[config.mk]
export PLATFORM = sky130hd
export DESIGN_NAME = rx_audio_drain
export DESIGN_NICKNAME = d
export VERILOG_FILES = /design/src/rtl/rx_audio_drain.sv
export SDC_FILE = /design/constraint.sdc
export NUM_CORES = 1
export LEC_CHECK = 0
export CAP_MARGIN = 0
export CELL_PAD_IN_SITES_DETAIL_PLACEMENT = 1
export CELL_PAD_IN_SITES_GLOBAL_PLACEMENT = 1
export CORE_AREA = 5 5 98 191
export DETAILED_ROUTE_END_ITERATION = 7
export DIE_AREA = 0 0 103 196
export MAX_ROUTING_LAYER = met4
export PLACE_DENSITY_LB_ADDON = 0.08
export SYNTH_ARGS = -nofsm -noshare
export SYNTH_HDL_FRONTEND = slang
export SYNTH_SLANG_ARGS = --single-unit
[constraint.sdc]
create_clock -name cpu_clk -period 2.59 [get_ports cpu_clk]
set_input_delay 0.259 -clock cpu_clk [delete_from_list [all_inputs] [get_ports cpu_clk]]
set_output_delay 0.259 -clock cpu_clk [all_outputs]
set_load 0.1 [all_outputs]
[src/rtl/rx_audio_drain.sv]
// rx_audio_drain: drains one frame of audio sample words from the shared memory
// and streams it to the host as a header/timestamp/data/counter/checksum packet.
module rx_audio_drain #(
  parameter int NCHANS = 4,
  parameter int WPS    = 3,
  parameter int TMO    = 7
) (
  input  logic        cpu_clk,
  input  logic        reset_n,
  input  logic        srq_C,
  input  logic [7:0]  nsamps_C,
  input  logic [47:0] ticks_C,
  input  logic [15:0] buf_ctr_C,
  output logic        get_samp_C,
  input  logic        mem_rd_C,
  input  logic [15:0] mem_dout_C,
  output logic        out_valid,
  output logic [15:0] out_data,
  output logic        out_last,
  input  logic        out_ready,
  output logic        busy,
  output logic        err,
  output logic [7:0]  overrun_cnt
);

  localparam int DW = $clog2(255*NCHANS*WPS+1);
  localparam int TW = (TMO > 1) ? $clog2(TMO) : 1;
  localparam logic [DW-1:0] WPF      = DW'(NCHANS*WPS);
  localparam logic [DW-1:0] CNT_ONE  = DW'(1);
  localparam logic [DW-1:0] CNT_ZERO = DW'(0);
  localparam logic [TW-1:0] TMO_LAST = TW'(TMO-1);

  localparam logic [2:0] S_IDLE  = 3'd0;
  localparam logic [2:0] S_HDR   = 3'd1;
  localparam logic [2:0] S_TICK  = 3'd2;
  localparam logic [2:0] S_DREQ  = 3'd3;
  localparam logic [2:0] S_DWAIT = 3'd4;
  localparam logic [2:0] S_CTR   = 3'd5;
  localparam logic [2:0] S_SUM   = 3'd6;

  logic [2:0]    r_state;
  logic [7:0]    r_nsamps;
  logic [47:0]   r_ticks;
  logic [15:0]   r_buf_ctr;
  logic [DW-1:0] r_cnt;
  logic [15:0]   r_sum;
  logic [1:0]    r_tick_idx;
  logic [TW-1:0] r_tmo;
  logic          r_sum_sent;
  logic          r_out_valid;
  logic [15:0]   r_out_data;
  logic          r_out_last;
  logic          r_err;
  logic [7:0]    r_overrun;

  logic          w_can_load;
  logic          w_load;
  logic          w_tmo_hit;
  logic [15:0]   w_word;
  logic [DW-1:0] w_dcnt;

  // The output register may take a new word when empty or being accepted now.
  assign w_can_load = !r_out_valid || out_ready;
  assign w_dcnt     = DW'(nsamps_C) * WPF;
  assign w_tmo_hit  = (r_state == S_DWAIT) && !mem_rd_C && (r_tmo == TMO_LAST);

  always_comb begin
    w_load = 1'b0;
    w_word = 16'h0000;
    case (r_state)
      S_HDR: begin
        w_load = w_can_load;
        w_word = {8'hA5, r_nsamps};
      end
      S_TICK: begin
        w_load = w_can_load;
        case (r_tick_idx)
          2'd0:    w_word = r_ticks[47:32];
          2'd1:    w_word = r_ticks[31:16];
          default: w_word = r_ticks[15:0];
        endcase
      end
      S_DWAIT: begin
        // The register is already free here: the request was gated on it.
        w_load = mem_rd_C || w_tmo_hit;
        w_word = mem_rd_C ? mem_dout_C : 16'h0000;
      end
      S_CTR: begin
        w_load = w_can_load;
        w_word = r_buf_ctr;
      end
      S_SUM: begin
        w_load = w_can_load && !r_sum_sent;
        w_word = r_sum;
      end
      default: begin
        w_load = 1'b0;
        w_word = 16'h0000;
      end
    endcase
  end

  always_ff @(posedge cpu_clk or negedge reset_n) begin
    if (!reset_n) begin
      r_state     <= S_IDLE;
      r_nsamps    <= 8'h00;
      r_ticks     <= 48'h0;
      r_buf_ctr   <= 16'h0000;
      r_cnt       <= CNT_ZERO;
      r_sum       <= 16'h0000;
      r_tick_idx  <= 2'd0;
      r_tmo       <= '0;
      r_sum_sent  <= 1'b0;
      r_out_valid <= 1'b0;
      r_out_data  <= 16'h0000;
      r_out_last  <= 1'b0;
      r_err       <= 1'b0;
      r_overrun   <= 8'h00;
    end else begin
      if (r_out_valid && out_ready) begin
        r_out_valid <= 1'b0;
        r_out_last  <= 1'b0;
      end
      if (w_load) begin
        r_out_valid <= 1'b1;
        r_out_data  <= w_word;
        r_out_last  <= (r_state == S_SUM);
        r_sum       <= r_sum ^ w_word;
      end
      if (srq_C && (r_state != S_IDLE) && (r_overrun != 8'hFF))
        r_overrun <= r_overrun + 8'd1;

      case (r_state)
        S_IDLE: begin
          if (srq_C) begin
            r_nsamps   <= nsamps_C;
            r_ticks    <= ticks_C;
            r_buf_ctr  <= buf_ctr_C;
            r_cnt      <= w_dcnt;
            r_sum      <= 16'h0000;
            r_err      <= 1'b0;
            r_tick_idx <= 2'd0;
            r_sum_sent <= 1'b0;
            r_state    <= S_HDR;
          end
        end
        S_HDR: begin
          if (w_load) r_state <= S_TICK;
        end
        S_TICK: begin
          if (w_load) begin
            r_tick_idx <= r_tick_idx + 2'd1;
            if (r_tick_idx == 2'd2)
              r_state <= (r_cnt == CNT_ZERO) ? S_CTR : S_DREQ;
          end
        end
        S_DREQ: begin
          if (w_can_load) begin
            r_tmo   <= '0;
            r_state <= S_DWAIT;
          end
        end
        S_DWAIT: begin
          if (w_load) begin
            r_cnt <= r_cnt - CNT_ONE;
            if (w_tmo_hit) r_err <= 1'b1;
            r_state <= (r_cnt == CNT_ONE) ? S_CTR : S_DREQ;
          end else begin
            r_tmo <= r_tmo + 1'b1;
          end
        end
        S_CTR: begin
          if (w_load) r_state <= S_SUM;
        end
        S_SUM: begin
          if (!r_sum_sent) begin
            if (w_load) r_sum_sent <= 1'b1;
          end else if (r_out_valid && out_ready) begin
            r_state <= S_IDLE;
          end
        end
        default: r_state <= S_IDLE;
      endcase
    end
  end

  assign get_samp_C  = (r_state == S_DREQ) && w_can_load;
  assign out_valid   = r_out_valid;
  assign out_data    = r_out_data;
  assign out_last    = r_out_last;
  assign busy        = (r_state != S_IDLE);
  assign err         = r_err;
  assign overrun_cnt = r_overrun;

endmodule

After elaboration in Yosys (flattened, before gate mapping):

Cells that the tools add are included.

* register bits after elaboration: 136
* bits of input ports: 93
* output and inout bits: 29

* $add $sub $neg: 4
* $mul: 1
* equality and inequality tests: 22
* muxes and demuxes: 38
* bitwise operators: 1
* reduce and logical (&&, ||, !) cells: 29

Operators by type and width (number)
* $pmux 16 s5: 1
* $mux 16: 4
* $mux 3: 13
* $pmux 16 s2: 1
* $mux 12: 2
* $pmux 12 s2: 1
* $ne 2x2->1 const B: 11
* $pmux 3 s7: 1
* $xor 16x16->16: 1
* $eq 12x1->1 const B: 1
* $eq 3x3->1 const B: 4
* $logic_not 12->1: 1
* $sub 12x1->12 const B: 1
* $mul 8x2->10 const B: 1
* $reduce_bool 2->1: 5
* $reduce_and 3->1: 3
* $reduce_and 9->1: 1
* $add 8x1->8 const B: 1
* $mux 1: 8
* $ne 8x8->1 const B: 1
* $logic_and 1x1->1: 7
* $eq 3x2->1 const B: 2
* $pmux 3 s2: 1
* $mux 2: 2
* 16 further kinds: 21

Logic depth before layout (Yosys ltp):

* depth after elaboration: 8
* depth in mapped cells: 10

Worst setup path after synthesis:

OpenSTA, ideal clock, no wires.

* kind: register -> register
* start: register r_state[0]
* end: register r_overrun[7] (netlist: overrun_cnt[7])
* library setup time: 0.162 ns
* data arrival time: 2.239 ns
* path slack: 0.189 ns
* cell stages (with the launch flop): 9
* path buffers: 2
* clock period less this slack: 2.401 ns
* cell sequence: dfrtp_1 > clkbuf_1 > nor3_1 > inv_1 > and3_1 > clkbuf_1 > nand3_1 > nor2_1 > xor2_1

* longest elaborated chain between the ends: 3

RTL lines
* start, declared: RTL line 41 `logic [2:0] r_state;`
* start signal, assigned: RTL line 154 `r_state <= (r_cnt == CNT_ZERO) ? S_CTR : S_DREQ;`
* start signal, assigned: RTL line 167 `r_state <= (r_cnt == CNT_ONE) ? S_CTR : S_DREQ;`
* $reduce_bool 3->1
* named net busy: RTL line 21 `output logic busy,`
* $logic_and 1x1->1 (2 in a row): RTL line 130 `if (srq_C && (r_state != S_IDLE) && (r_overrun != 8'hFF))`
* end signal, assigned: RTL line 131 `r_overrun <= r_overrun + 8'd1;`
* end, declared: RTL line 54 `logic [7:0] r_overrun;`

The timed path passes the listed nets, and every way through them passes these cells.
A chain may end at the register's enable or synchronous reset.

Final worst setup path:

* start: register r_state[1]
* end: register r_sum[0]

* longest elaborated chain between the ends: 8
* elaborated cells on any way between the ends: 16

RTL lines
* $eq 3x3->1: RTL line 65, 70
* $logic_and 1x1->1 (2 in a row): RTL line 65 `assign w_tmo_hit = (r_state == S_DWAIT) && !mem_rd_C && (r_tmo == TMO_LAST);`
* $logic_or 1x1->1: RTL line 85 `w_load = mem_rd_C || w_tmo_hit;`
* $pmux 1 s3: RTL line 70 `case (r_state)`
* $mux 16: RTL line 124 `if (w_load) begin`
* $mux 16: RTL line 135 `if (srq_C) begin`
* $mux 16 (*): RTL line 133 `case (r_state)`
* end signal, assigned: RTL line 128 `r_sum <= r_sum ^ w_word;`
* end, declared: RTL line 46 `logic [15:0] r_sum;`

Every way passes the cells marked *; elsewhere a longest branch is shown, timed or not.

==> flow_metrics.tcl <==
set metrics [dict create \
    path_class "flip-flop to flip-flop" \
    crit_chain "nor2b_1, nand2_1, a21o_1, a31oi_1, xnor2_1, nor2_1" \
    synth_fp_nets 870 \
    min_period_ns 2.302 \
    r2r_start "r_state[1]$_DFFE_PN0P_" \
    clock-sinks 136 \
    filler_cell_count 1997 \
    hp-start "ticks_C[25]" \
    drtIter0Drc 154 \
    path_max_fanout 16 \
    p_sw_frac 0.4435 \
    gr-usage-all-layers 0.2245 \
    synth_edf_count 0 \
    hold_violations 0 \
    dp_hpwl_um 16030 \
    grt_max_degree 85 \
    wl_um 21240 \
    postRouteAntennaNets 0 \
    start_util 0.3884 \
    cts_tree "yes" \
    cts_root_buf "clkbuf_16" \
    setup_viol 0 \
    rows 68 \
    post-route-drc-count 0 \
    port_buffers 121 \
    worst_path_dominant_cell_family "simple AND/OR/NAND/NOR gates" \
    finClkSkew_ns 0.007280 \
    slew_viol_final 0 \
    num-nets-final 989 \
    p_int_uw 6473 \
    dieArea_um2 20190 \
    power.share.clock 0.227 \
    vias_per_cell 5.297 \
    grt_pass1_vias 6448 \
    setup_tns_ns 0 \
    switchingPower_uw 5158 \
    numCtsBuffers 17 \
    worstSetupStartpointType "flip-flop" \
    clk_latency_ns 0.43 \
    htreeDepth 4 \
    synth_top_family_by_area "simple AND/OR/NAND/NOR gates" \
    cp_data_arrival_time_ns 2.60 \
    rsz0062_at_grt "no" \
    rrSetupSlack_ns 0.29 \
    diodes 0 \
    outcome "completed" \
    synth-xor-area-share 0.03411 \
    seqPwrFrac 0.324 \
    tightest_slew_ns 0.6325 \
    async_flop_share 1.000 \
    synth.largest_area_cell "dfrtp_1" \
    synthCells 758 \
    synth_area_leaders "dfrtp_1 (51%), nand2_1 (15%), ha_1 (3.4%), a21o_1 (2.7%), a21oi_1 (2.6%)" \
    avgSynthCellArea_um2 8.806 \
    synth_seq_area_share 0.5098 \
    synth.most_common_cell "nand2_1" \
    firstDrtPassIters 4 \
    slowest_stage "nand2_1" \
    die_h_um 196 \
    synth-compound-area-share 0.1471 \
    power_uw 11630 \
    core-area_um2 17190 \
    overflow 0 \
    worst-path-buf-inv 0 \
    ys.flop_type "dfrtp_1" \
    yosys_warnings 0 \
    clk_pin_slew_ns 0.06 \
    synth_top_area_frac 0.5098 \
    vias 5827 \
    die_width_um 103 \
    clk_path_buf_depth 2 \
    drive_above_1_share 0.09775 \
    drv_cap 0 \
    wl_per_cell_um 19.31 \
    critPathLaunch "r_state[1]$_DFFE_PN0P_" \
    powerDensity_nw_per_um2 1328 \
    max_stage_delay_ns 0.48 \
    max-slew-margin-rel 0.5773 \
    synth_cell_types 46 \
    period_share 0.8887 \
    ys_ff_latch 136 \
    post_cts_buffers 0 \
    crit_required_ns 2.89 \
    peakVddDrop_mv 0.6875 \
    grt_pass1_wl_um 33440 \
    synth_fa_ha_area_frac 0.03674 \
    antenna_found_initial 0 \
    worstSetupEndpointType "flip-flop" \
    syn-cell-area_um2 6675 \
    syn2layout_area_growth_pct 31.17 \
    hold_class "input port to flip-flop" \
    fmax_mhz 434.5 \
    yosys.area_share.simple 0.2171 \
    pwr-share-comb 0.449 \
    leakagePower_uw 0.004215 \
    gp_congestion 0.8213 \
    synth.area.mux_share 0.01968 \
    ioPinCount 122 \
    synthTopCellsByCount "nand2_1 (259), dfrtp_1 (136), nor2_1 (42)" \
]
## path summary, 6_finish.rpt
| check | end | cells after the start |
|---|---|---|
| min | r_ticks[25]$_DFFE_PN0P_ | 3 |
| min reg2reg | r_ticks[40]$_DFFE_PN0P_ | 2 |
| max | r_sum[0]$_DFF_PN0_ | 6 |
| min in group asynchronous | r_cnt[9]$_DFFE_PN0P_ | 2 |
| max reg2reg | r_sum[0]$_DFF_PN0_ | 6 |
| max in group asynchronous | r_ticks[36]$_DFFE_PN0P_ | 3 |
## stage by stage
stage | instance area [um^2] | hold WS, ns | cells | setup slack, ns | util
finish | 8756 | 0.3599 | 1100 | 0.2883 | 0.5095
global route | 8756 | 0.3548 | 1100 | 0.1100 | 0.5095
CTS | 8756 | 0.3440 | 1100 | 0.2847 | 0.5095
detailed placement | 8105 | 0.2841 | 1067 | 0.1614 | 0.4716
global placement | 8105 | 0.2940 | 1067 | 0.2722 | 0.4716
floorplan | 6675 | -0.03659 | 758 | 0.1888 | -
## area by class of cell
class | instances | area (um^2) | area share
clock buffer | 21 | 470.5 | 0.05373
clock inverter | 11 | 170.2 | 0.01943
inverter | 20 | 75.07 | 0.008574
multi-input combinational | 562 | 3039 | 0.3471
sequential | 136 | 3403 | 0.3887
tap | 210 | 262.8 | 0.03001
timing repair buffer | 140 | 1335 | 0.1525
## layer usage
metal,up-vias,global-route usage,wire [um]
met5,-,-,0
met4,0,0.1148,929
met3,45,0.03096,507
met2,110,0.4062,12130
met1,2906,0.2267,7675
li1,2766,-,-
## power groups by stage
| stage | Combinational (uW) | Clock [uW] | Sequential, uW |
|---|---|---|---|
| CTS | 5310 | 2700 | 3780 |
| global placement | 5100 | 0 | 3750 |
| floorplan | 2730 | 0 | 4620 |
| global route | 5700 | 2780 | 3870 |
| detailed placement | 5270 | 0 | 3800 |
| finish | 5220 | 2640 | 3770 |
## flip-flops by register name (all words and copies together) (netlist names)
| signal | cells |
|---|---|
| r_ticks | 48 |
| out_data | 16 |
| r_buf_ctr | 16 |
| r_sum | 16 |
| r_cnt | 12 |
| overrun_cnt | 8 |
| r_nsamps | 8 |
| r_state | 3 |
| r_tmo | 3 |
| r_tick_idx | 2 |
| err | 1 |
| out_last | 1 |
| out_valid | 1 |
| r_sum_sent | 1 |
## cells in the final DEF, fill, tap and decap left out, types with 4 or more instances in the layout
cell / n
xor2_1: 7
nand4_1: 4
xnor2_1: 19
buf_4: 43
clkdlybuf4s50_1: 91
o21a_1: 4
nor3_1: 4
nor2_1: 42
clkbuf_16: 17
mux2i_1: 12
a21o_1: 24
nand3_1: 19
a22oi_1: 19
ha_1: 18
inv_1: 20
a221o_1: 5
bufinv_16: 4
nand2_1: 258
dfrtp_1: 136
buf_12: 4
o22a_1: 5
o21ai_0: 12
a21oi_1: 35
nor2b_1: 6
o21ai_1: 21
a31oi_1: 12
a22o_1: 4
## tightest hold or removal path, cell delays in order
cell and delay (ns):
clkdlybuf4s50_1 0.39, nand2_1 0.06, nand2_1 0.04
## logic make-up after synthesis
family          after synthesis
compound gates              152
buf+inv                      60
fa+ha+maj                    19
simple gates                352
xor+xnor                     26
flops                       136
mux                          13
## what timing repair did
| action | CTS | global route |
|---|---|---|
| endpoints found under the setup margin | 0 | 0 |
| resized for setup | 0 | 0 |
| hold buffers | 1 | 0 |
| endpoints found under the hold margin | 62 | 0 |
(Power assumes the default switching activity.)
